===== src/rtl/stopwatch_core.sv =====
// Stopwatch/countdown engine with debounced run/clear/lap keys, feeding a six-digit display path.
// Latency: a key press acts DEB_MAX+2 clocks after it is first sampled low; data/state outputs are registered.
// Backpressure: none; the display consumes data/point/seg_en/sign every cycle. Optional lap: `STOPWATCH_LAP_EN.

// Per-key debouncer: raw must disagree with the debounced level for DEB_MAX+1 clocks before it is taken.
module stopwatch_debounce #(
    parameter int               DEB_W   = 16,
    parameter logic [DEB_W-1:0] DEB_MAX = 16'd49_999
) (
    input  logic sys_clk,
    input  logic sys_rst_n,
    input  logic key,
    output logic key_ev
);
    logic [DEB_W-1:0] deb_cnt;
    logic             key_db;
    logic             key_db_prev;

    // Count disagreement length; commit the raw level once it has persisted long enough.
    always_ff @(posedge sys_clk or negedge sys_rst_n) begin
        if (!sys_rst_n) begin
            deb_cnt     <= '0;
            key_db      <= 1'b1;
            key_db_prev <= 1'b1;
        end else begin
            key_db_prev <= key_db;
            if (key != key_db) begin
                if (deb_cnt == DEB_MAX) begin
                    key_db  <= key;
                    deb_cnt <= '0;
                end else begin
                    deb_cnt <= deb_cnt + 1'b1;
                end
            end else begin
                deb_cnt <= '0;
            end
        end
    end

    // Keys are active-low: a debounced falling edge is the press event (one clock wide).
    assign key_ev = key_db_prev & ~key_db;
endmodule

module stopwatch_core #(
    parameter logic [18:0] CNT_MAX  = 19'd499_999,
    parameter int          CNT_W    = 19,
    parameter int          DATA_W   = 20,
    parameter logic [19:0] DATA_MAX = 20'd999_999,
    parameter logic [15:0] DEB_MAX  = 16'd49_999,
    parameter int          DEB_W    = 16,
    parameter logic [5:0]  POINT    = 6'b000_100
) (
    input  logic              sys_clk,
    input  logic              sys_rst_n,
    input  logic              key_run,
    input  logic              key_clr,
    input  logic              key_lap,
    input  logic              mode_down,
    input  logic [DATA_W-1:0] preset,
    output logic [DATA_W-1:0] data,
    output logic [5:0]        point,
    output logic              seg_en,
    output logic              sign,
    output logic              running,
    output logic              expired,
    output logic              lap_hold
);
    typedef enum logic [1:0] {S_IDLE, S_RUN, S_PAUSE, S_DONE} state_t;

    state_t            state_q, state_d;
    logic [CNT_W-1:0]  psc_q, psc_d;
    logic [DATA_W-1:0] cnt_q, cnt_d;
    logic              mode_q, mode_d;
    logic              seg_en_q;
    logic [DATA_W-1:0] lap_q;
    logic              lap_hold_q;
    logic              run_ev, clr_ev, lap_ev;
    logic              tick;
    logic [DATA_W-1:0] preset_sat;

    stopwatch_debounce #(.DEB_W(DEB_W), .DEB_MAX(DEB_MAX[DEB_W-1:0])) u_deb_run (
        .sys_clk(sys_clk), .sys_rst_n(sys_rst_n), .key(key_run), .key_ev(run_ev));
    stopwatch_debounce #(.DEB_W(DEB_W), .DEB_MAX(DEB_MAX[DEB_W-1:0])) u_deb_clr (
        .sys_clk(sys_clk), .sys_rst_n(sys_rst_n), .key(key_clr), .key_ev(clr_ev));

    assign tick       = (state_q == S_RUN) && (psc_q == CNT_MAX[CNT_W-1:0]);
    assign preset_sat = (preset > DATA_MAX[DATA_W-1:0]) ? DATA_MAX[DATA_W-1:0] : preset;

    // Next state: clear beats everything (including a coincident tick), then run events, then count ticks.
    always_comb begin
        state_d = state_q;
        psc_d   = psc_q;
        cnt_d   = cnt_q;
        mode_d  = mode_q;
        if (clr_ev) begin
            state_d = S_IDLE;
            psc_d   = '0;
            mode_d  = mode_down;
            cnt_d   = mode_down ? preset_sat : '0;
        end else begin
            if (state_q == S_RUN)
                psc_d = tick ? '0 : psc_q + 1'b1;
            if (run_ev) begin
                case (state_q)
                    S_IDLE:  if (!(mode_q && cnt_q == '0)) state_d = S_RUN;
                    S_RUN:   state_d = S_PAUSE;
                    S_PAUSE: state_d = S_RUN;
                    default: state_d = state_q;
                endcase
            end
            if (tick) begin
                if (!mode_q) begin
                    cnt_d = (cnt_q == DATA_MAX[DATA_W-1:0]) ? '0 : cnt_q + 1'b1;
                end else if (cnt_q != '0) begin
                    cnt_d = cnt_q - 1'b1;
                    // Expiry wins over a pause requested on the same edge.
                    if (cnt_q == DATA_W'(1)) state_d = S_DONE;
                end
            end
        end
    end

    // Core state registers; seg_en rises on the first edge after reset release.
    always_ff @(posedge sys_clk or negedge sys_rst_n) begin
        if (!sys_rst_n) begin
            state_q  <= S_IDLE;
            psc_q    <= '0;
            cnt_q    <= '0;
            mode_q   <= 1'b0;
            seg_en_q <= 1'b0;
        end else begin
            state_q  <= state_d;
            psc_q    <= psc_d;
            cnt_q    <= cnt_d;
            mode_q   <= mode_d;
            seg_en_q <= 1'b1;
        end
    end

`ifdef STOPWATCH_LAP_EN
    stopwatch_debounce #(.DEB_W(DEB_W), .DEB_MAX(DEB_MAX[DEB_W-1:0])) u_deb_lap (
        .sys_clk(sys_clk), .sys_rst_n(sys_rst_n), .key(key_lap), .key_ev(lap_ev));

    // Lap toggles a frozen snapshot while running; a same-cycle clear or run event takes precedence.
    always_ff @(posedge sys_clk or negedge sys_rst_n) begin
        if (!sys_rst_n) begin
            lap_q      <= '0;
            lap_hold_q <= 1'b0;
        end else if (clr_ev) begin
            lap_hold_q <= 1'b0;
        end else if (lap_ev && !run_ev && state_q == S_RUN) begin
            if (!lap_hold_q) begin
                lap_q      <= cnt_q;
                lap_hold_q <= 1'b1;
            end else begin
                lap_hold_q <= 1'b0;
            end
        end
    end
`else
    logic unused_lap;
    assign unused_lap = key_lap;
    assign lap_ev     = 1'b0;
    assign lap_q      = '0;
    assign lap_hold_q = 1'b0;
`endif

    assign data     = lap_hold_q ? lap_q : cnt_q;
    assign point    = POINT;
    assign sign     = 1'b0;
    assign seg_en   = seg_en_q;
    assign running  = (state_q == S_RUN);
    assign expired  = (state_q == S_DONE);
    assign lap_hold = lap_hold_q;
endmodule


===== config.mk =====
export PLATFORM = sky130hd
export DESIGN_NAME = stopwatch_core
export DESIGN_NICKNAME = d
export VERILOG_FILES = /design/src/rtl/stopwatch_core.sv
export SDC_FILE = /design/constraint.sdc
export NUM_CORES = 1
export LEC_CHECK = 0
export CAP_MARGIN = 20
export CORE_MARGIN = 1.5
export CORE_UTILIZATION = 35
export CTS_CLUSTER_DIAMETER = 40
export DETAILED_ROUTE_END_ITERATION = 12
export PLACE_DENSITY = 0.64
export SYNTH_ARGS = -nofsm -noshare
export SYNTH_HDL_FRONTEND = slang
export SYNTH_SLANG_ARGS = --single-unit

===== constraint.sdc =====
create_clock -name sys_clk -period 5.3 [get_ports sys_clk]
set_input_delay 0.795 -clock sys_clk [delete_from_list [all_inputs] [get_ports sys_clk]]
set_output_delay 0.795 -clock sys_clk [all_outputs]
set_load 0.005 [all_outputs]

==> qor.csv, run 1 <==
metric,value,unit
Post-synth top flop,dfrtp_1,
Final Hold Viols,0,
final WL,12060,µm
Leak,2.316,nW
First-pass DRT Iterations,4,
Yosys top cell by area,dfrtp_1,
global route total overflow,0,
Reg2Reg Depth,7,
Post-synth EDFFs,0,
Critical Path Fanout Max,18,
Die Ht,121.2,µm
Cells after Synth,556,
hold slack,0.2725,ns
Buffers on Ports,47,
Final ANT Viol Nets,0,
RD Place Congestion,0.8847,
synth top area cells,"dfrtp_1 (38%), xor2_1 (6.6%), nor2_1 (6.1%)",
Finished Layout Cells,772,
Avg Inst Size Synth,8.797,µm²
initial antenna violation count,0,
layout cell share with drive strength beyond 1,0.06757,
commonest cells in the netlist,"nor2_1 (80), dfrtp_1 (75), nand2_1 (47), xor2_1 (37), o21ai_0 (31)",
antenna cells,0,
largest net degree at the start of global routing,80,
Netlist cell types,71,
Pwr Total,1.279,mW
sequential fraction of the synthesis area,0.4052,
Ys Warns,0,
DP Worst Slack,2.284,ns
clock-pin transition on the worst setup and hold timing paths,0.06,ns
Max Clock Freq,338.5,MHz
most common cell in the synthesized netlist,nor2_1,
period utilization,0.5574,
CTS tree,done,
CTS Sinks,79,
CTS buffer count,9,
Die Area,14690,µm²
FF-to-FF setup slack,2.35,ns
Vias/cell,5.483,
Via Count,4233,
Slew HR,0.3652,
global-route wire length before repair,20570,µm
fin worst setup slack,2.346,ns
DP Cell Count,755,
fin util,0.4179,
Yosys reg bits,79,
reg2reg end,data[13],
NumNets Final,620,
RSZ-0062 raised after global routing,false,
Max IR drop VDD,0.1210,mV
core region area,13770,µm²
Worst Path Arrival,3.19,ns
CTS H-Tree Depth,3,
status,completed,
Clock Skews,0.007716,ns
"Data required, critical path",5.53,ns
Worst Setup Start Kind,flop,
post_cts resized,0,
Final Slew Violations,0,
Iter 0 DRT Violations,305,
vias in the first global route,4104,
Initial Util,0.3551,
Crit. End Element,flop,
Post-synth ARST share,1.000,
post-route cell area,5756,µm²
Syn Std Cell Area,4891,µm²
Setup TNS Final,0,ns
Period minus WS final,2.954,ns
Setup-failing EPs final,0,
clk_lat worst skew,0.34,ns
Final HPWL DP,8223,µm
Synth top area share,0.3837,
I/O pin count,57,
clk root buf,clkbuf_16,
floorplan row count,43,
Post-DP Area,5438,µm²
r2r startpoint,state_q[1],
Clock Path Buffers,2,
PD cells,222.2,nW/µm²
setup repair bufs after CTS,0,
synth-to-layout area growth,17.68,%
DRC errors left,0,
critical path class,flop to flop,
GRT Total Usage,0.1761,
Worst-Margin Slew,0.9490,ns
max cap viols,0,
Wirelength per Cell,15.62,µm
hold crit path type,input port to asynchronous set/reset pin,
hold_buf cts,0,
die width,121.2,µm
==> worst max-delay path by stage <==
stage               start  endpoint  slack (ns)  cells past startpoint
6_report       state_q[1]  data[13]        2.35                      7
5_1_grt          psc_q[6]  data[13]        2.07                      6
4_1_cts          psc_q[6]  data[13]        2.29                      6
3_5_place_dp     psc_q[6]  data[13]        2.28                      6
3_3_place_gp     psc_q[6]  data[13]        2.34                      6
2_1_floorplan    psc_q[6]  data[13]        3.21                      6
==> power by group <==
part           switching, mW  leakage [nW]  total, mW  internal [mW]
combinational         0.0289          1.16     0.0533         0.0244
sequential           0.00374          1.01      0.611          0.608
clock                  0.248         0.144      0.614          0.366
==> routing by layer <==
metal,global-route usage,part of all wire,vias to the layer above
met2,0.2852,0.49,104
met5,0,0,-
li1,-,-,2037
met1,0.2315,0.45,2078
met4,0.05221,0.014,0
met3,0.04605,0.046,14
==> critical path: stages, from the launching register on <==
cell and delay (ns):
dfrtp_1 0.40, nand2b_1 0.21, inv_2 0.13, nand2_1 0.13
o41ai_4 0.90, a21boi_4 0.64, o221ai_2 0.17, a22o_1 0.26
==> registers in the layout, summed over array words and instances, names as in the netlist, 2 cells and up <==
signal	cells
u_deb_run.deb_cnt	16
data	20
u_deb_clr.deb_cnt	16
psc_q	19
state_q	2
==> layout make-up <==
class	instances	area (µm²)
Multi-Input combinational cell	435	2703
Inverter	12	45.04
Tap cell	180	225.2
Sequential cell	79	1982
Clock inverter	5	57.56
Timing Repair Buffer	50	510.5
Clock buffer	11	232.7
Fill cell	1379	8018
==> cells in the final DEF, fill, tap and decap left out, types with 4 or more instances in the layout <==
| cell type | n |
|---|---|
| ha_1 | 7 |
| xor2_1 | 37 |
| o2bb2ai_1 | 4 |
| and4_1 | 8 |
| a221oi_1 | 4 |
| xnor2_1 | 21 |
| dfrtp_1 | 75 |
| nand4_1 | 20 |
| a31oi_1 | 6 |
| nand2_1 | 47 |
| nor4_1 | 9 |
| nand3_1 | 25 |
| a22oi_1 | 4 |
| nor2_1 | 80 |
| and3_1 | 10 |
| clkbuf_16 | 9 |
| conb_1 | 9 |
| o41ai_1 | 4 |
| nor3_1 | 17 |
| clkdlybuf4s50_1 | 46 |
| o21ai_0 | 31 |
| a22o_1 | 5 |
| dfstp_2 | 4 |
| or3_1 | 8 |
| a21oi_1 | 20 |
| inv_1 | 11 |
==> cells by family after synthesis <==
logic type | Yosys count | synth area share
simple gates | 252 | 0.2648
flops | 79 | 0.4052
mux | 4 | 0.008698
other cells | 2 | 0.001535
fa+ha+maj | 7 | 0.01791
compound gates | 105 | 0.1504
buf+inv | 49 | 0.04758
xor+xnor | 58 | 0.1039
No activity file was read; power rests on OpenSTA's default activity.
==> run 2, diff against run 1 <==
==> constraint.sdc (replaced) <==
create_clock -name sys_clk -period 3.1 [get_ports sys_clk]
set_input_delay 0.465 -clock sys_clk [delete_from_list [all_inputs] [get_ports sys_clk]]
set_output_delay 0.465 -clock sys_clk [all_outputs]
set_load 0.005 [all_outputs]
==> run 2 against run 1 <==
Net effect:
- utilization up 0.45 points
- die area stayed put
- cell area is 1.1% higher
- cell count grew 0.78%
- setup slack got worse by 1.7 ns
- flip-flop and latch count unchanged
- hold slack improved by 0.12 ns
- sequential share of layout area decreased by 0.37 points
- register-to-register slack worse by 1.7 ns
- count of clock-buffer cells in the layout shrank 1
- critical path type unchanged
- critical endpoint is now data[17]
==> qor.csv, run 2 (synthesis results as in run 1) <==
metric,value,unit,change
Die Ht,121.2,µm,unchanged
clk root buf,clkbuf_16,,
NumNets Final,626,,+0.97%
hold slack,0.3946,ns,+0.1221 ns
GRT Total Usage,0.1766,,+0.0005092
largest net degree at the start of global routing,80,,unchanged
Slew HR,0.5848,,+0.2196
initial antenna violation count,0,,unchanged
Final Slew Violations,0,,unchanged
Sw Pwr,0.5145,mW,+83%
RD Place Congestion,0.8890,,+0.49%
Leak,2.356,nW,+1.7%
Iter 0 DRT Violations,358,,+17%
Flop pwr share,0.465,,-0.013
core region area,13770,µm²,unchanged
Setup-failing EPs final,0,,unchanged
Setup TNS Final,0,ns,unchanged
DRC errors left,0,,unchanged
RSZ-0062 raised after global routing,false,,
Worst-Margin Slew,0.6229,ns,-0.3261 ns
CTS buffer count,9,,unchanged
max reg flops,20,,unchanged
floorplan row count,43,,unchanged
post_cts resized,0,,unchanged
First-pass DRT Iterations,5,,+1
final WL,12270,µm,+1.7%
Final HPWL DP,8278,µm,+0.66%
Worst path slowest cell,dfrtp_1,,
Post-Route M1 WL,5580,µm,+1.9%
most frequent cells in the layout,"nor2_1 (80), dfrtp_1 (75), nand2_1 (47)",,
worst-path cell chain,ha_1 > and4_1 > nand4_1 > o21ai_4 > inv_1 > a31o_2 > a22o_1,,
max cap viols,0,,unchanged
I/O pin count,57,,unchanged
fin util,0.4224,,+0.004542
hold crit path type,flop to flop,,
Worst Path Arrival,2.71,ns,-0.48 ns
Final Hold Viols,0,,unchanged
clk_lat worst skew,0.35,ns,about the same
status,completed,,
CTS H-Tree Depth,3,,unchanged
vias in the first global route,4154,,+1.2%
"delay-heaviest family, CP",compound AO/OA/AOI/OAI gates,,
Critical Path Fanout Max,9,,-9
hold path start,u_deb_clr.key_db,,
crit path from,data[1],,
max layer used,met4,,
clock-pin transition on the worst setup and hold timing paths,0.07,ns,about the same
antenna cells,0,,unchanged
Worst Setup Start Kind,flop,,
P_int,1.731,mW,+74%
global-route wire length before repair,20650,µm,+0.40%
PD cells,386.0,nW/µm²,+74%
clock share of power,0.493,,+0.013
Max IR drop VDD,0.2434,mV,+100%
period utilization,0.8003,,+0.2428
layout cell share with drive strength beyond 1,0.07860,,+0.01103
Critical Path Max Stage Delay,0.51,ns,-0.39 ns
Vias/cell,5.517,,+0.61%
Final ANT Viol Nets,0,,unchanged
"Data required, critical path",3.33,ns,-2.20 ns
switching share of power,0.2291,,+0.009354
logic gate share of total power,0.042,,about the same
CTS tree,done,,
met2 WL post-DR,5764,µm,-1.5%
Crit. End Element,flop,,
Via Count,4292,,+1.4%
count of buffer and inverter cells on the critical path,1,,unchanged
Initial Util,0.3551,,unchanged
met3 routed WL,702,µm,+26%
Clock Skews,0.008600,ns,+0.0008845 ns
Die Area,14690,µm²,unchanged
r2r startpoint,data[1],,
Wirelength per Cell,15.77,µm,+0.96%
"most common cell after layout, fill and taps aside",nor2_1,,
Clock Path Buffers,2,,unchanged
die width,121.2,µm,unchanged
global route total overflow,0,,unchanged
critical path class,flop to flop,,
Period minus WS final,2.481,ns,-0.4737 ns
Max Clock Freq,403.1,MHz,+19%
CTS Sinks,79,,unchanged
Buffers on Ports,47,,unchanged
synth-to-layout area growth,18.96,%,
==> run 2: cell types whose count changed in the layout (fill, tap and decap cells not counted) <==
cell and change:
clkbuf_8 +1, buf_4 +5, clkbuf_1 -2, dlygate4sd3_1 +1, inv_6 +1
==> run 2: power groups by stage <==
stage                     logic, mW  registers, mW  clock network (mW)
after floorplan              0.0330           1.06                   0
after global placement       0.0879           1.06                   0
after detailed placement     0.0895           1.06                   0
after CTS                    0.0901           1.04                1.13
after global routing          0.106           1.04                1.16
final                        0.0937           1.04                1.11
==> run 2: area by class of cell <==
class | count | area, µm²
multi-input cells | 435 | 2703
clock buffers | 10 | 239.0
clock inverters | 6 | 66.31
well taps | 180 | 225.2
fillers | 1416 | 7955
repair buffers | 56 | 558.0
inverters | 12 | 45.04
flip-flops and latches | 79 | 1982
==> run 2: through the flow <==
step	cell area, µm²	total power [mW]	setup slack, ns	std cells
6_report	5818	2.246	0.6192	778
5_1_grt	5818	2.313	0.4149	778
4_1_cts	5781	2.262	0.6655	776
3_5_place_dp	5475	1.153	0.6326	760
3_3_place_gp	5475	1.151	0.6432	760
2_1_floorplan	4917	1.096	1.014	563
==> run 2: path summary, 6_finish.rpt <==
path / end / slack, ns / cells past startpoint
min in group asynchronous: u_deb_clr.deb_cnt[8] / 0.48 / 2
max in group asynchronous: u_deb_clr.key_db_prev / 2.02 / 3
min: u_deb_clr.key_db_prev / 0.39 / 0
min reg2reg: u_deb_clr.key_db_prev / 0.39 / 0
max: data[17] / 0.62 / 7
max reg2reg: data[17] / 0.62 / 7
==> run 2: what timing repair did <==
action | in CTS | in global routing
setup buffers | 0 | 0
setup endpoints to repair | 0 | 0
hold endpoints to repair | 0 | 8
hold buffers | 0 | 1
==> run 2: metal layers <==
| metal | GRT usage | up-vias |
|---|---|---|
| li1 | - | 2050 |
| met1 | 0.2385 | 2094 |
| met2 | 0.2823 | 129 |
| met3 | 0.03712 | 19 |
| met4 | 0.05882 | 0 |
| met5 | 0 | - |
==> run 2: worst register-to-register path, cell delays in order, from the launching register on <==
cell,delay [ns]
dfrtp_1,0.51
ha_1,0.26
and4_1,0.34
nand4_1,0.22
o21ai_4,0.33
inv_1,0.25
a31o_2,0.28
a22o_1,0.18
==> run 3, diff against run 2 <==
--- a/config.mk
+++ b/config.mk
@@ -10,7 +10,7 @@
 export CORE_UTILIZATION = 35
 export CTS_CLUSTER_DIAMETER = 40
 export DETAILED_ROUTE_END_ITERATION = 12
-export PLACE_DENSITY = 0.64
+export PLACE_DENSITY = 0.66
 export SYNTH_ARGS = -nofsm -noshare
 export SYNTH_HDL_FRONTEND = slang
 export SYNTH_SLANG_ARGS = --single-unit
==> constraint.sdc (replaced) <==
create_clock -name sys_clk -period 2.1 [get_ports sys_clk]
set_input_delay 0.315 -clock sys_clk [delete_from_list [all_inputs] [get_ports sys_clk]]
set_output_delay 0.315 -clock sys_clk [all_outputs]
set_load 0.005 [all_outputs]
==> run 3 against run 2 <==
Net effect:
- the flow now finishes with violations (setup timing)
- register-to-register slack got worse by 0.63 ns
- sequential power increased by 48%
- utilization increased by 5.5 points
- hold slack improved by 0.012 ns
- critical endpoint unchanged
==> qor.csv, run 3 (synthesis results as in run 1) <==
metric,value,unit,change
status,"finished, violations left",,
failing checks,setup timing,,
synth-to-layout area growth,34.48,%,
Critical Path Max Stage Delay,0.45,ns,-0.06 ns
CTS tree,done,,
clock-pin transition on the worst setup and hold timing paths,0.06,ns,about the same
largest net degree at the start of global routing,39,,-51%
floorplan row count,43,,unchanged
Via Count,4635,,+8.0%
NumNets Final,708,,+13%
Vias/cell,5.390,,-2.3%
Flop pwr share,0.470,,+0.005
die width,121.2,µm,unchanged
DP Worst Slack,-0.09736,ns,-0.7300 ns
layout cell share with drive strength beyond 1,0.2221,,+0.1435
Finished Layout Cells,860,,+11%
logic gate share of total power,0.046,,+0.004
Critical Path Fanout Max,6,,-3
Clock Path Buffers,2,,unchanged
CTS Sinks,79,,unchanged
Crit. End Element,flop,,
critical path class,flop to flop,,
DP Cell Count,832,,+9.5%
clock share of power,0.485,,-0.008
Worst path slowest cell,dfrtp_2,,
Max Clock Freq,473.8,MHz,+18%
count of buffer and inverter cells on the critical path,2,,+1
hold slack,0.4066,ns,+0.01202 ns
RSZ-0062 raised after global routing,true,,
vias in the first global route,4562,,+9.8%
Worst Path Arrival,2.34,ns,-0.37 ns
"delay-heaviest family, CP",simple AND/OR/NAND/NOR gates,,
P_int,2.557,mW,+48%
Max IR drop VDD,0.3839,mV,+58%
period utilization,1.005,,+0.2049
First-pass DRT Iterations,5,,unchanged
most frequent CP cell,buf_12,,
Wirelength per Cell,15.79,µm,+0.13%
hold crit path type,input port to asynchronous set/reset pin,,
clk_lat worst skew,0.35,ns,about the same
Slew HR,0.5511,,-0.03366
Period minus WS final,2.111,ns,-0.3701 ns
switching share of power,0.2212,,-0.007879
Sw Pwr,0.7264,mW,+41%
Final Hold Viols,0,,unchanged
Die Area,14690,µm²,unchanged
most frequent cells in the layout,"buf_4 (83), nor2_1 (76), dfrtp_1 (74)",,
"most common cell after layout, fill and taps aside",buf_4,,
GRT Total Usage,0.1920,,+0.01538
Setup-failing EPs final,1,,+1
fin worst setup slack,-0.01072,ns,-0.6299 ns
antenna cells,0,,unchanged
worst-path cell chain,or3_1 > nor3_1 > and3b_2 > a21boi_4 > buf_12 > buf_12 > a31o_2 > a22o_1,,
RD Place Congestion,0.9151,,+2.9%
Final HPWL DP,9502,µm,+15%
met3 GRT Util,0.04840,,+0.01128
core region area,13770,µm²,unchanged
most used routing layer,met2,,
Buffers on Ports,47,,unchanged
CTS buffer count,9,,unchanged
final WL,13580,µm,+11%
clk root buf,clkbuf_16,,
Die Ht,121.2,µm,unchanged
Final ANT Viol Nets,0,,unchanged
global-route wire length before repair,22250,µm,+7.8%
max reg flops,20,,unchanged
max cap viols,0,,unchanged
DRC errors left,0,,unchanged
"Data required, critical path",2.33,ns,-1.00 ns
Worst-Margin Slew,0.6709,ns,+0.04801 ns
PD cells,499.2,nW/µm²,+29%
Initial Util,0.3551,,unchanged
M2 GR Usage,0.3182,,+0.03587
Clock Skews,0.01083,ns,+0.002230 ns
initial antenna violation count,0,,unchanged
fin util,0.4776,,+0.05514
Leak,2.758,nW,+17%
Iter 0 DRT Violations,250,,-30%
met1 GRT Util,0.2435,,+0.005090
CTS H-Tree Depth,3,,unchanged
global route total overflow,0,,unchanged
I/O pin count,57,,unchanged
Worst Setup Start Kind,flop,,
Final Slew Violations,0,,unchanged
==> run 3: cell types whose count changed in the layout (fill, tap and decap cells not counted), moves of 3 or more <==
cell,change
buf_4,+75
buf_12,+4
nor2_1,-4
nor2_2,+4
o21ai_0,-4
buf_6,+3
nor4_1,-3
nor4_2,+3
==> run 3: metal layers <==
metal | wire (µm) | vias up
met5 | 0 | -
met4 | 256 | 0
met3 | 789 | 18
met2 | 6522 | 154
met1 | 6009 | 2259
li1 | - | 2204
==> run 3: final timing paths <==
check                                 start               endpoint  slack, ns  depth (start not counted)
max                                data[15]               data[17]      -0.01                          8
min                               sys_rst_n   u_deb_clr.deb_cnt[9]       0.41                          2
max reg2reg                        data[15]               data[17]      -0.01                          8
min reg2reg                u_deb_run.key_db  u_deb_run.key_db_prev       0.41                          0
max in group asynchronous         sys_rst_n  u_deb_run.key_db_prev       1.10                          3
min in group sys_clk       u_deb_run.key_db  u_deb_run.key_db_prev       0.41                          0
==> run 3: metrics by stage <==
step / area, µm² / setup TNS, ns / total power [mW]
final: 6578 / -0.01072 / 3.284
after global routing: 6578 / -0.5913 / 3.400
after CTS: 6399 / 0 / 3.316
after detailed placement: 6053 / -0.6857 / 1.719
after global placement: 6053 / -0.5717 / 1.714
after floorplan: 4917 / 0 / 1.617
==> run 3: cell type report <==
| type | instances | area (µm²) |
|---|---|---|
| Fill cell | 1372 | 7196 |
| Inverter | 12 | 45.04 |
| Clock inverter | 5 | 56.30 |
| Timing Repair Buffer | 138 | 1222 |
| Sequential cell | 79 | 1983 |
| Tap cell | 180 | 225.2 |
| Clock buffer | 11 | 242.7 |
| Multi-Input combinational cell | 435 | 2803 |
==> run 3: timing repair <==
item,4_1_cts,5_1_grt
endpoints found under the hold margin,23,0
gates cloned,0,0
setup buffers,2,9
hold buffers,1,0
endpoints found under the setup margin,5,32
gates resized for setup,8,27
pin swaps,3,15
==> run 3: power groups by stage <==
stage | Combinational, mW | Sequential [mW] | Clock, mW
floorplan | 0.0488 | 1.57 | 0
global route | 0.167 | 1.54 | 1.69
detailed placement | 0.148 | 1.57 | 0
finish | 0.150 | 1.54 | 1.59
CTS | 0.151 | 1.54 | 1.62
global placement | 0.145 | 1.57 | 0
